--- config.mk ---
export PLATFORM = sky130hd
export DESIGN_NAME = sram_bus_arbiter
export DESIGN_NICKNAME = d
export VERILOG_FILES = /design/src/rtl/sram_arb_pkg.sv /design/src/rtl/sram_arb_perf_cnt.sv /design/src/rtl/sram_bus_arbiter.sv
export SDC_FILE = /design/constraint.sdc
export NUM_CORES = 1
export LEC_CHECK = 0
export ABC_AREA = 1
export CAP_MARGIN = 20
export CORE_AREA = 2 2 108 110
export CTS_CLUSTER_SIZE = 28
export DETAILED_ROUTE_END_ITERATION = 12
export DIE_AREA = 0 0 110 112
export DONT_BUFFER_PORTS = 1
export SLEW_MARGIN = 20
export SYNTH_ARGS = -nofsm -noshare
export SYNTH_HDL_FRONTEND = slang
export SYNTH_SLANG_ARGS = --single-unit
--- constraint.sdc ---
create_clock -name clk_i -period 4.1 [get_ports clk_i]
set_clock_uncertainty 0.15 [all_clocks]
set_input_delay 0.205 -clock clk_i [delete_from_list [all_inputs] [get_ports clk_i]]
set_output_delay 0.205 -clock clk_i [all_outputs]
set_load 0.02 [all_outputs]
--- src/rtl/sram_arb_pkg.sv ---
// Shared types and constants for the SRAM bus arbiter: requester identity,
// response pipeline record and the full byte-enable constant.
package sram_arb_pkg;

  typedef enum logic {
    OwnerInstr = 1'b0,
    OwnerData  = 1'b1
  } owner_e;

  typedef struct packed {
    logic   valid;
    owner_e owner;
    logic   err;
  } resp_t;

  localparam logic [3:0] BeFull = 4'hF;

endpackage

--- src/rtl/sram_arb_perf_cnt.sv ---
// Saturating event counter with synchronous clear; the clear takes priority
// over an increment in the same cycle.
module sram_arb_perf_cnt #(
  parameter int unsigned Width = 32
) (
  input  logic             clk_i,
  input  logic             rst_ni,
  input  logic             clear_i,
  input  logic             inc_i,
  output logic [Width-1:0] count_o
);

  always_ff @(posedge clk_i or negedge rst_ni) begin
    if (!rst_ni) begin
      count_o <= '0;
    end else if (clear_i) begin
      count_o <= '0;
    end else if (inc_i && (count_o != {Width{1'b1}})) begin
      count_o <= count_o + 1'b1;
    end
  end

endmodule

--- src/rtl/sram_bus_arbiter.sv ---
// Round-robin arbiter sharing one single-port SRAM between the Ibex instruction
// and data buses. Optional counters are enabled with SRAM_BUS_ARBITER_PERF_EN.
module sram_bus_arbiter
  import sram_arb_pkg::*;
#(
  parameter int unsigned MemSize      = 65536,
  parameter logic [31:0] MemStart     = 32'h00000000,
  parameter int unsigned PerfCntWidth = 32
) (
  input  logic                    clk_i,
  input  logic                    rst_ni,

  input  logic                    instr_req_i,
  input  logic [31:0]             instr_addr_i,
  output logic                    instr_gnt_o,
  output logic                    instr_rvalid_o,
  output logic [31:0]             instr_rdata_o,
  output logic                    instr_err_o,

  input  logic                    data_req_i,
  input  logic                    data_we_i,
  input  logic [3:0]              data_be_i,
  input  logic [31:0]             data_addr_i,
  input  logic [31:0]             data_wdata_i,
  output logic                    data_gnt_o,
  output logic                    data_rvalid_o,
  output logic [31:0]             data_rdata_o,
  output logic                    data_err_o,

  output logic                    mem_req_o,
  output logic                    mem_we_o,
  output logic [3:0]              mem_be_o,
  output logic [31:0]             mem_addr_o,
  output logic [31:0]             mem_wdata_o,
  input  logic                    mem_rvalid_i,
  input  logic [31:0]             mem_rdata_i
`ifdef SRAM_BUS_ARBITER_PERF_EN
  ,
  input  logic                    perf_clear_i,
  output logic [PerfCntWidth-1:0] perf_instr_gnt_o,
  output logic [PerfCntWidth-1:0] perf_data_gnt_o,
  output logic [PerfCntWidth-1:0] perf_conflict_o
`endif
);

  localparam logic [31:0] AddrMask = ~(32'(MemSize) - 32'd1);

  owner_e      last_owner_q;
  owner_e      winner;
  logic        any_req;
  logic        instr_win;
  logic        in_window;
  logic [31:0] sel_addr;
  resp_t       resp_d;
  resp_t       resp_q;

  // Instr wins unless data is also requesting and instr was served last.
  always_comb begin
    any_req   = instr_req_i | data_req_i;
    instr_win = instr_req_i & (~data_req_i | (last_owner_q == OwnerData));
    winner    = instr_win ? OwnerInstr : OwnerData;
    sel_addr  = instr_win ? instr_addr_i : data_addr_i;
    in_window = (sel_addr & AddrMask) == MemStart;
  end

  assign instr_gnt_o = instr_win;
  assign data_gnt_o  = data_req_i & ~instr_win;

  always_comb begin
    mem_req_o   = 1'b0;
    mem_we_o    = 1'b0;
    mem_be_o    = 4'h0;
    mem_addr_o  = 32'h0;
    mem_wdata_o = 32'h0;
    if (any_req && in_window) begin
      mem_req_o  = 1'b1;
      mem_addr_o = sel_addr;
      if (instr_win) begin
        mem_be_o = BeFull;
      end else begin
        mem_we_o    = data_we_i;
        mem_be_o    = data_be_i;
        mem_wdata_o = data_wdata_i;
      end
    end
  end

  always_comb begin
    resp_d = '0;
    if (any_req) begin
      resp_d.valid = 1'b1;
      resp_d.owner = winner;
      resp_d.err   = ~in_window;
    end
  end

  always_ff @(posedge clk_i or negedge rst_ni) begin
    if (!rst_ni) begin
      last_owner_q <= OwnerData;
      resp_q       <= '0;
    end else begin
      resp_q <= resp_d;
      if (any_req) begin
        last_owner_q <= winner;
      end
    end
  end

  // Error responses never carry SRAM data, so rdata is forced to zero.
  always_comb begin
    instr_rvalid_o = resp_q.valid && (resp_q.owner == OwnerInstr);
    data_rvalid_o  = resp_q.valid && (resp_q.owner == OwnerData);
    instr_err_o    = instr_rvalid_o && resp_q.err;
    data_err_o     = data_rvalid_o && resp_q.err;
    instr_rdata_o  = (instr_rvalid_o && !resp_q.err) ? mem_rdata_i : 32'h0;
    data_rdata_o   = (data_rvalid_o && !resp_q.err) ? mem_rdata_i : 32'h0;
  end

  mem_rvalid_consistent : assert property (
    @(posedge clk_i) disable iff (!rst_ni)
    mem_rvalid_i == (resp_q.valid && !resp_q.err)
  );

`ifdef SRAM_BUS_ARBITER_PERF_EN
  sram_arb_perf_cnt #(.Width(PerfCntWidth)) u_cnt_instr (
    .clk_i   (clk_i),
    .rst_ni  (rst_ni),
    .clear_i (perf_clear_i),
    .inc_i   (instr_gnt_o),
    .count_o (perf_instr_gnt_o)
  );

  sram_arb_perf_cnt #(.Width(PerfCntWidth)) u_cnt_data (
    .clk_i   (clk_i),
    .rst_ni  (rst_ni),
    .clear_i (perf_clear_i),
    .inc_i   (data_gnt_o),
    .count_o (perf_data_gnt_o)
  );

  sram_arb_perf_cnt #(.Width(PerfCntWidth)) u_cnt_conflict (
    .clk_i   (clk_i),
    .rst_ni  (rst_ni),
    .clear_i (perf_clear_i),
    .inc_i   (instr_req_i & data_req_i),
    .count_o (perf_conflict_o)
  );
`endif

endmodule

======== Word level (Yosys, flattened, before mapping) ========
Index checks and enable logic that the tools add are counted.
word-level totals
  bits in registers ....................... 4
  bits of input ports ..................... 138
  output and inout bits ................... 140
  logic and storage cells ................. 34
operators by class
  mux-type cells .......................... 13
  bitwise operators ....................... 8
  reductions and logical operators ........ 9
operators with widths
  kind                count
  two-way mux 32 bit  6
  zero test 32 bit    1
  two-way mux 4 bit   2
  logical AND 1 bit   7
  two-way mux 1 bit   4
  NOT 1 bit           4
  two-way mux 3 bit   1
  bitwise AND 1 bit   2
  OR 1 bit            2
  zero test 1 bit     1

======== Longest topological paths before layout ========
  word-level depth ........................ 7
  gate-level depth with buffers ........... 12
  gate-level depth less buffers ........... 10

======== Least setup slack after synthesis ========
OpenSTA, ideal clock, no wires.
  path type ............................... register -> output
  start ................................... register last_owner_q
  end ..................................... output port mem_wdata_o[0]
  arrival time ............................ 1829 ps
  data required time ...................... 3745 ps
  path slack .............................. 1916 ps
  cell stages (with the launch flop) ...... 13
  path buffers ............................ 2
  cell sequence ........................... dfstp_2 inv_1 nand2_2 nand2_2 buf_2 nand2_1 nand2_1 nor2_1 nand2_1 nor2_2 nand2_2 buf_2 nor2_1
on the way
  word-level cells in the longest chain between the ends .. 6
  elaborated cells on any way between the ends .. 7
  classes of those cells .................. mux (3); bitwise (2); reduce/logical (2)
RTL lines
  element                 line                     RTL
  from (decl)             sram_bus_arbiter.sv:48   owner_e last_owner_q;
  from (signal assigned)  sram_bus_arbiter.sv:99   last_owner_q <= OwnerData;
  from (signal assigned)  sram_bus_arbiter.sv:104  last_owner_q <= winner;
  OR 1 bit *              sram_bus_arbiter.sv:60   instr_win = instr_req_i & (~data_req_i | (last_owner_q == OwnerData));
  bitwise AND 1 bit *     sram_bus_arbiter.sv:60
  two-way mux 32 bit      sram_bus_arbiter.sv:62   sel_addr = instr_win ? instr_addr_i : data_addr_i;
  zero test 32 bit        sram_bus_arbiter.sv:63   in_window = (sel_addr & AddrMask) == MemStart;
  logical AND 1 bit       sram_bus_arbiter.sv:75   if (any_req && in_window) begin
  two-way mux 32 bit *    sram_bus_arbiter.sv:75
  to (decl)               sram_bus_arbiter.sv:34   output logic [31:0] mem_wdata_o,
Mark *: on every way between the ends. The rest lies on a longest branch, timed or not.

======== Final worst setup path ========
  start ................................... register last_owner_q
  end ..................................... output port mem_addr_o[15]
on the way
  word-level cells in the longest chain between the ends .. 6
RTL lines
  element               line                    RTL
  OR 1 bit *            sram_bus_arbiter.sv:60
  bitwise AND 1 bit *   sram_bus_arbiter.sv:60
  two-way mux 32 bit *  sram_bus_arbiter.sv:62
  zero test 32 bit      sram_bus_arbiter.sv:63
  logical AND 1 bit     sram_bus_arbiter.sv:75
  two-way mux 32 bit *  sram_bus_arbiter.sv:75
  to (decl)             sram_bus_arbiter.sv:33  output logic [31:0] mem_addr_o,
Marks and branches as above.

==> flow_summary_export.csv <==
group,metric,value,unit
outcome,status,"finished, final reports clean",
power,finalPower,383.3,uW
clock_tree,clockBufferDepth,2,
global_routing,met3_usage,0.01054,
clock_tree,post_cts_buffers,0,
floorplanning,fp.dieH,112,um
clock_tree,clk_pin_slew,30,ps
place,dpl_cell_area,1682,sq um
global_routing,grtUsageMet2,0.1706,
sta,relSlewSlack,0.5573,
critical_path,endpoint_kind,"primary output",
sta,grt_setup_unrepaired,"no",
run,maxCapViolations,0,
clock_tree,cts-resized-gates,0,
detailed_routing,detail-route-antenna-nets,0,
critical_path,cp_max_fo,32,
critical_path,cp-start-kind,"flip-flop",
detailed_routing,drt_iter0_drc,98,
sta,tightest_slew,659.0,ps
synthesis,synth_edf_count,0,
detailed_routing,dr.pass1.iters,4,
detailed_routing,vias,2089,
final_layout,nNetsFinal,501,
sta,fin_crit,3316,ps
sta,tns,0,ps
floorplanning,io_pins,278,
clock_tree,cts_sinks,4,
sta,finalCritPeriodShare,0.8087,
floorplanning,die_w,110,um
min_path,hp-class,"input port to flip-flop",
synthesis,synth_top_area_share,0.2812,
final_layout,diodes,0,
floorplanning,rows,39,
global_routing,met1_usage,0.09608,
synthesis,yosys_register_bits,4,
clock_tree,htreeDepth,1,
synthesis,synth_flop_cell,"dfrtp_1",
power,p_per_area,214.7,nW/um^2
synthesis,ys_top_cells_by_count,"nand2_1, nor2_1, inv_1",
synthesis,postSynthAreaPerCell,4.402,sq um
sta,finalMaxSlewViolations,0,
critical_path,critical-path-max-stage-delay,510,ps
clock_tree,clock_latency,220,ps
clock_tree,cts_tree,"yes",
detailed_routing,wl_per_cell,12.64,um
place,io_buffers,0,
sta,finalHoldViolCount,0,
clock_tree,cts_buffers,3,
sta,fmax,0.3016,GHz
final_layout,final_core_util,0.1598,
global_routing,grt_max_degree,35,
synthesis,synth_warnings,0,
critical_path,crit_family,"simple AND/OR/NAND/NOR gates",
critical_path,crit_chain,"inv_1, nand2_2, nand2_2, nand2_1, nand2_1, nor2_1, nand2_1, nor2_2, nand3_2, nor2_1",
place,post-dp-hpwl,5497,um
synthesis,synthesis.area,1655,sq um
global_routing,gr-total-overflow,0,
place,gp_congestion,0.7960,
floorplanning,die_area,12320,sq um
clock_tree,cts-root-buf,"clkbuf_16",
power,vdd_ir_drop_max,0.09447,mV
global_routing,busiest_layer,"met2",
global_routing,antenna_found_initial,0,
global_routing,grt_pass1_vias,1474,
final_layout,drive_gt1_frac,0.07182,
critical_path,worst-setup-path-type,"flip-flop to primary output",
synthesis,ys_top_cells_by_area,"nand2_1, nor2_1, inv_1, buf_4, nor2_2",
critical_path,critPathBufInv,1,
final_layout,area_delta_synth_final,7.861,%
critical_path,cp_data_required_time,3740,ps
synthesis,synth_cell_types,19,
synthesis,async_reset_ff_frac,1.000,
synthesis,synth-seq-area-share,0.06122,
synthesis,synthCells,376,
critical_path,arrival,2960,ps
detailed_routing,routed_wl,6384,um
floorplanning,initial_utilization,0.1481,
synthesis,yosysMostFrequentCell,"nand2_1",
critical_path,critPathSlowestCell,"dfstp_2",
detailed_routing,routed_via_density,4.137,
synthesis,synth_largest_area_cell,"nand2_1",
sta,setup-violations-final,0,
global_routing,grt.total_usage,0.08659,
power,p_leak,1.068,nW
final_layout,fillers,1307,
detailed_routing,drc,0,
final_layout,final_area,1785,sq um
global_routing,grt_pass1_wl,8004,um
floorplanning,coreArea,11170,sq um
critical_path,crit_top_cell,"nand2_1",
## sequential cells by signal, indices dropped and copies added (netlist names)
register      count
last_owner_q      1
resp_q            3
## power breakdown
group,switching (mW),internal (mW)
sequential,0.00219,0.0442
combinational,0.139,0.0405
clock,0.0289,0.129
## through the flow
| step | worst slack, ps | hold WS [ps] | instances |
|---|---|---|---|
| floorplan | 1916 | -240.6 | 391 |
| global placement | 1030 | -240.5 | 499 |
| detailed placement | 1006 | -240.4 | 499 |
| CTS | 755.5 | 40.67 | 505 |
| global route | 486.4 | 63.34 | 505 |
| finish | 784.3 | 56.82 | 505 |
## final cells by class
| type | instances | area (sq um) | share of cell area |
|---|---|---|---|
| Timing Repair Buffer | 4 | 35.03 | 0.01962 |
| Multi-Input combinational cell | 296 | 1189 | 0.6657 |
| Clock buffer | 4 | 78.83 | 0.04415 |
| Tap cell | 143 | 178.9 | 0.1002 |
| Inverter | 54 | 202.7 | 0.1135 |
| Sequential cell | 4 | 101.3 | 0.05676 |
## placed cells by master, fill, tap and decap left out
cell type,n
dfrtp_1,3
o21ai_0,1
a21boi_2,1
clkbuf_16,3
nor2_2,13
conb_1,16
nand3_1,12
nand3_2,1
dfstp_2,1
buf_4,2
nand2_2,5
nor3_1,1
a21oi_1,1
nor2_1,123
dlygate4sd3_1,2
nand2_1,122
inv_1,54
clkbuf_1,1
## what timing repair did
action,4_1_cts,5_1_grt
hold endpoints to repair,5,0
hold buffers,2,0
setup endpoints to repair,0,0
## path summary, 6_finish.rpt
path	startpoint	endpoint	slack (ps)	depth (start not counted)
worst min register to register	last_owner_q	last_owner_q	410	2
worst min-delay path	data_req_i	resp_q[2]	60	2
max in group asynchronous	rst_ni	last_owner_q	3470	1
min in group asynchronous	rst_ni	resp_q[2]	100	1
worst max register to register	last_owner_q	resp_q[0]	1900	9
worst max-delay path	last_owner_q	mem_addr_o[15]	780	10
## layer usage
layer  routed length (um)  part of all wire
met5                    0                 0
met4                   46            0.0072
met3                  581             0.091
met2                 3369              0.53
met1                 2386              0.37
## logic make-up (layout without fill, tap and decap cells)
kind of cell / count (synthesis) / in the layout / share of synthesized area
simple gates: 277 / 277 / 0.6659
buf+inv: 91 / 62 / 0.2577
flops: 4 / 4 / 0.06123
compound gates: 3 / 3 / 0.01284
other cells: 1 / 16 / 0.002265
(Power assumes the default switching activity.)
